### src/rtl/dmi_arb_pkg.sv
// Shared types and status codes for the two-requester DMI port arbiter.
package dmi_arb_pkg;

    localparam int DMI_AWIDTH = 7;

    localparam logic [1:0] DMI_OK   = 2'b00;
    localparam logic [1:0] DMI_FAIL = 2'b10;
    localparam logic [1:0] DMI_BUSY = 2'b11;

    typedef enum logic [1:0] {
        ST_IDLE  = 2'd0,
        ST_ISSUE = 2'd1,
        ST_WAIT  = 2'd2,
        ST_RESP  = 2'd3
    } arb_state_e;

    typedef struct packed {
        logic                  wr;
        logic [DMI_AWIDTH-1:0] addr;
        logic [31:0]           wdata;
    } dmi_req_t;

endpackage

### src/rtl/rr_arb2.sv
// Two-way round-robin grant: a lone requester always wins, a tie goes to
// the requester that was not granted last.
module rr_arb2 (
    input  logic valid0,
    input  logic valid1,
    input  logic last_grant,
    output logic grant0,
    output logic grant1
);

    assign grant0 = valid0 & (~valid1 | last_grant);
    assign grant1 = valid1 & (~valid0 | ~last_grant);

endmodule

### src/rtl/dmi_req_arbiter.sv
// Arbitrates the single DMI register port between the JTAG DTM path and a
// secondary debug master, one transaction at a time with a response timeout.
module dmi_req_arbiter
    import dmi_arb_pkg::*;
#(
    parameter  int AWIDTH  = DMI_AWIDTH,
    parameter  int TIMEOUT = 255,
    localparam int CNT_W   = $clog2(TIMEOUT + 1)
) (
    input  logic              clk,
    input  logic              rst_l,
    input  logic              req0_valid,
    output logic              req0_ready,
    input  logic              req0_wr,
    input  logic [AWIDTH-1:0] req0_addr,
    input  logic [31:0]       req0_wdata,
    input  logic              req1_valid,
    output logic              req1_ready,
    input  logic              req1_wr,
    input  logic [AWIDTH-1:0] req1_addr,
    input  logic [31:0]       req1_wdata,
    output logic              rsp0_valid,
    input  logic              rsp0_ready,
    output logic [31:0]       rsp0_rdata,
    output logic [1:0]        rsp0_status,
    output logic              rsp1_valid,
    input  logic              rsp1_ready,
    output logic [31:0]       rsp1_rdata,
    output logic [1:0]        rsp1_status,
    input  logic              errclr0,
    input  logic              errclr1,
    output logic              sticky_err0,
    output logic              sticky_err1,
    output logic              dmi_reg_en,
    output logic              dmi_reg_wr_en,
    output logic [AWIDTH-1:0] dmi_reg_addr,
    output logic [31:0]       dmi_reg_wdata,
    input  logic              dmi_rsp_valid,
    input  logic [31:0]       dmi_reg_rdata
);

    arb_state_e       state_r;
    logic             last_grant_r;
    logic             owner_r;
    dmi_req_t         req_r;
    dmi_req_t         req_sel_s;
    logic [CNT_W-1:0] cnt_r;
    logic [1:0]       sticky_r;
    logic [1:0]       sticky_set_s;
    logic [1:0]       rsp_valid_r;
    logic [31:0]      rdata_r;
    logic [1:0]       status_r;
    logic             dmi_en_r;
    logic             grant0_s;
    logic             grant1_s;
    logic             accept_s;
    logic             timeout_s;
    logic             rsp_ready_s;

    rr_arb2 u_rr_arb2 (
        .valid0     (req0_valid),
        .valid1     (req1_valid),
        .last_grant (last_grant_r),
        .grant0     (grant0_s),
        .grant1     (grant1_s)
    );

    assign req0_ready  = (state_r == ST_IDLE) & grant0_s;
    assign req1_ready  = (state_r == ST_IDLE) & grant1_s;
    assign accept_s    = req0_ready | req1_ready;
    assign rsp_ready_s = owner_r ? rsp1_ready : rsp0_ready;
    assign timeout_s   = (state_r == ST_WAIT) & ~dmi_rsp_valid
                         & (cnt_r == CNT_W'(TIMEOUT - 1));

    // Select the granted requester's fields for latching on accept.
    always_comb begin
        req_sel_s = '0;
        if (grant1_s) begin
            req_sel_s.wr    = req1_wr;
            req_sel_s.addr  = DMI_AWIDTH'(req1_addr);
            req_sel_s.wdata = req1_wdata;
        end else begin
            req_sel_s.wr    = req0_wr;
            req_sel_s.addr  = DMI_AWIDTH'(req0_addr);
            req_sel_s.wdata = req0_wdata;
        end
    end

    // Sticky error set request for the owner of a timed-out access.
    always_comb begin
        sticky_set_s = 2'b00;
        if (timeout_s) begin
            sticky_set_s = owner_r ? 2'b10 : 2'b01;
        end else begin
            sticky_set_s = 2'b00;
        end
    end

    // Sticky error flags; a timeout set in the same cycle as a clear wins.
    always_ff @(posedge clk or negedge rst_l) begin
        if (!rst_l) begin
            sticky_r <= 2'b00;
        end else begin
            sticky_r <= (sticky_r & ~{errclr1, errclr0}) | sticky_set_s;
        end
    end

    // Transaction sequencer: accept, issue, wait with timeout, respond.
    always_ff @(posedge clk or negedge rst_l) begin
        if (!rst_l) begin
            state_r      <= ST_IDLE;
            last_grant_r <= 1'b1;
            owner_r      <= 1'b0;
            req_r        <= '0;
            cnt_r        <= '0;
            rsp_valid_r  <= 2'b00;
            rdata_r      <= 32'h0;
            status_r     <= DMI_OK;
            dmi_en_r     <= 1'b0;
        end else begin
            dmi_en_r <= 1'b0;
            case (state_r)
                ST_IDLE: begin
                    if (accept_s) begin
                        owner_r      <= grant1_s;
                        last_grant_r <= grant1_s;
                        // A requester with a pending error is refused without touching the DMI.
                        if (sticky_r[grant1_s]) begin
                            rsp_valid_r[grant1_s] <= 1'b1;
                            status_r              <= DMI_BUSY;
                            rdata_r               <= 32'h0;
                            state_r               <= ST_RESP;
                        end else begin
                            req_r    <= req_sel_s;
                            dmi_en_r <= 1'b1;
                            state_r  <= ST_ISSUE;
                        end
                    end
                end
                ST_ISSUE: begin
                    cnt_r   <= '0;
                    state_r <= ST_WAIT;
                end
                ST_WAIT: begin
                    if (dmi_rsp_valid) begin
                        rdata_r              <= req_r.wr ? 32'h0 : dmi_reg_rdata;
                        status_r             <= DMI_OK;
                        rsp_valid_r[owner_r] <= 1'b1;
                        state_r              <= ST_RESP;
                    end else if (timeout_s) begin
                        rdata_r              <= 32'h0;
                        status_r             <= DMI_FAIL;
                        rsp_valid_r[owner_r] <= 1'b1;
                        state_r              <= ST_RESP;
                    end else begin
                        cnt_r <= cnt_r + CNT_W'(1);
                    end
                end
                ST_RESP: begin
                    if (rsp_ready_s) begin
                        rsp_valid_r <= 2'b00;
                        state_r     <= ST_IDLE;
                    end
                end
                default: begin
                    state_r <= ST_IDLE;
                end
            endcase
        end
    end

    assign rsp0_valid    = rsp_valid_r[0];
    assign rsp1_valid    = rsp_valid_r[1];
    assign rsp0_rdata    = rdata_r;
    assign rsp1_rdata    = rdata_r;
    assign rsp0_status   = status_r;
    assign rsp1_status   = status_r;
    assign sticky_err0   = sticky_r[0];
    assign sticky_err1   = sticky_r[1];
    assign dmi_reg_en    = dmi_en_r;
    assign dmi_reg_wr_en = dmi_en_r & req_r.wr;
    assign dmi_reg_addr  = AWIDTH'(req_r.addr);
    assign dmi_reg_wdata = req_r.wdata;

endmodule

### config.mk
export PLATFORM = sky130hd
export DESIGN_NAME = dmi_req_arbiter
export DESIGN_NICKNAME = d
export VERILOG_FILES = /design/src/rtl/dmi_arb_pkg.sv /design/src/rtl/rr_arb2.sv /design/src/rtl/dmi_req_arbiter.sv
export SDC_FILE = /design/constraint.sdc
export NUM_CORES = 1
export LEC_CHECK = 0
export ABC_AREA = 1
export BUFFER_PORTS_ARGS = -buffer_cell sky130_fd_sc_hd__buf_2
export CAP_MARGIN = 20
export CORE_ASPECT_RATIO = 0.5
export CORE_UTILIZATION = 51
export CTS_CLUSTER_SIZE = 14
export DETAILED_ROUTE_END_ITERATION = 8
export GPL_ROUTABILITY_DRIVEN = 0
export GPL_TIMING_DRIVEN = 0
export PLACE_DENSITY = 0.86
export SYNTH_ARGS = -nofsm -noshare
export SYNTH_HDL_FRONTEND = slang
export SYNTH_SLANG_ARGS = --single-unit
### constraint.sdc
create_clock -name clk -period 4.7 [get_ports clk]
set_input_delay 0.705 -clock clk [delete_from_list [all_inputs] [get_ports clk]]
set_output_delay 0.705 -clock clk [all_outputs]
set_load 0.1 [all_outputs]
==> summary.txt <==
Sequential fraction of the synthesis area = 44.44%
Critical-path cell list = inv_1 -> ha_1 -> nand2_1 -> inv_1 -> nand2_1 -> inv_1 -> buf_2
# H-tree levels = 3
First-pass GRT wire length = 19350 um
Crit path buf inv count = 4
Most frequent cells in the layout = buf_2 (242), nand2_1 (151), dfrtp_1 (90)
Clk_lat worst skew = 0.33 ns
CTS clk-pin slew, worst paths = 0.06 ns
Core Region = 9603 sq um
Routed vias = 4729
Commonest non-fill, non-tap cell in the layout = buf_2
CTS buffer count = 9
Die width = 143.8 um
Most common cell on crit path = inv_1
DRT iter0 DRCs = 232
RSZ-0062 raised after global routing = no
Largest family of logic cells by synthesized area = simple AND/OR/NAND/NOR gates
Drt wl/cell = 12.20 um
Post CTS Setup Buffer Count = 0
Clk buf depth = 2
MaxCap Viol Count = 0
Io pins = 236
Syn_nets = 742
Area growth syn-to-layout = 33.43%
CP Data Arrival Time = 1.94 ns
CTS tree = built
Post-synthesis compound-gate area fraction = 5.905%
CP Capture Type = output pin
Sequential cell area = 2278 sq um
Grt ovf = 0
Diode count = 0
Filler Cell Count = 751
Chip height = 72.90 um
Vias in the first global route = 4416
Syn_area_per_cell = 8.351 sq um
Port buffer count = 234
DIE AREA = 10480 sq um
Sink Count = 91
Resize count post-CTS = 0
Final setup violation count = 0
Max Fclk = 378.5 MHz
Post-synthesis cell count = 614
Post-Synth XOR/XNOR Area = 0.3416%
Design Area, Final = 6842 sq um
Post-synthesis cell type count = 31
Final min period = 2.642 ns
Nets = 988
Crit Path Max Fanout = 6
Drt pass-1 iters = 4
Worst path max stage delay = 0.42 ns
Fin. Hold Viols = 0
GRT Total Usage = 23.62%
Area occupied by multi-input gates = 1911 sq um
Kind of critical path = reg2out
# DRC = 0
Dpl hpwl = 9343 um
Max transition margin = 66.23%
Worst clock skew = 0.007098 ns
Initial core utilization = 53.39%
Post-DP Area = 6497 sq um
Max-slew violations = 0
Slew at the pin closest to its max-slew limit = 0.5101 ns
Mux cell area share after synthesis = 7.809%
Post-Synth Simple-Gate Area = 21.50%
Critical Path Start Type = flip-flop
Yosys reg bits = 91
Status = finished, final reports clean
Row cnt = 25
Routed Antenna Nets = 0
Largest net degree at the start of global routing = 73
Fin crit share = 56.21%
Crit path max-delay family = buffers and inverters
Synth Area in Adders = 1.708%
Mapped Area = 5127 sq um
HP Class = in2async
DR vias/cell = 4.729
Share of cells above drive strength 1 = 41.16%
TNS Setup = 0 ns
Routed Wire Length = 12200 um
Initial antenna violation count = 0
Max stage delay cell, worst path = dfrtp_1
# hold bufs at CTS = 0
Clock Root Buffer = clkbuf_16
Synth warnings = 0
Worst EP required = 3.99 ns
## cells by family (layout without fill, tap and decap cells)
kind of cell,after synthesis,in the layout
compound gates,56,56
xor+xnor,2,2
fa+ha+maj,7,7
buf+inv,159,410
flops,91,91
mux,40,40
simple gates,259,259
## Yosys cell counts, drive strengths merged
cell / instances / share of area, %
nand2: 158 / 12
buf: 93 / 13
dfrtp: 90 / 44
inv: 58 / 4.3
nand3: 51 / 5.2
o21ai: 50 / 5.2
nor2: 43 / 3.3
mux2i: 40 / 7.8
clkbuf: 8 / 0.61
ha: 7 / 1.7
nand4: 4 / 0.49
a21oi: 2 / 0.20
o22ai: 2 / 0.24
xor2: 2 / 0.34
a21boi: 1 / 0.15
and2: 1 / 0.12
dfstp: 1 / 0.51
nand3b: 1 / 0.15
o21a: 1 / 0.15
or2: 1 / 0.12
## flip-flops by register name (all words and copies together) (netlist names), 2 cells and up
name,cells
rsp0_rdata,32
rsp_valid_r,2
cnt_r,8
state_r,2
sticky_r,2
rsp0_status,2
dmi_reg_addr,7
dmi_reg_wdata,32
## cell type report
| type | instances | area share (%) |
|---|---|---|
| buffer | 101 | 10.50 |
| clock buffer | 12 | 3.603 |
| clock inverter | 4 | 1.426 |
| inverter | 58 | 3.219 |
| multi-input combinational | 364 | 27.93 |
| sequential | 91 | 33.30 |
| tap | 135 | 2.469 |
| timing repair buffer | 235 | 17.56 |
## metrics by stage
stage	hold WS [ns]	utilization, %	setup slack [ns]	instances
finish	0.2500	71.24	2.058	1000
detailed placement	0.4793	67.66	2.130	984
floorplan	0.4094	-	1.609	614
CTS	0.2507	71.24	2.071	1000
global placement	0.4682	67.35	2.086	983
global route	0.2587	71.24	1.921	1000
## final timing paths
path | slack [ns] | cells past startpoint | to | startpoint
worst max-delay path | 2.06 | 7 | req0_ready | state_r[0]
worst min-delay path | 0.25 | 1 | dmi_reg_wdata[19] | rst_l
worst max register to register | 2.71 | 10 | rsp0_rdata[27] | state_r[0]
worst min register to register | 0.49 | 2 | dmi_reg_wdata[28] | dmi_reg_wdata[28]
max in group asynchronous | 3.79 | 2 | last_grant_r | rst_l
min in group clk | 0.49 | 2 | dmi_reg_wdata[28] | dmi_reg_wdata[28]
## worst reg2reg max path: cells and delay by family (launching register included)
family | cells | cell delay (ns)
and+or+nand+nor | 5 | 0.68
buffers and inverters | 4 | 0.67
DFF | 1 | 0.42
adders and majority gates | 1 | 0.16
## layer usage
metal | GRT usage, % | part of all wire (%)
met5 | 0 | 0
met4 | 9.220 | 1.6
met3 | 4.921 | 3.8
met2 | 43.85 | 53
met1 | 27.07 | 41
Power is left out: the tool's default activity adds up to more than one toggle a clock period on the data nets, which glitch-free logic cannot reach.
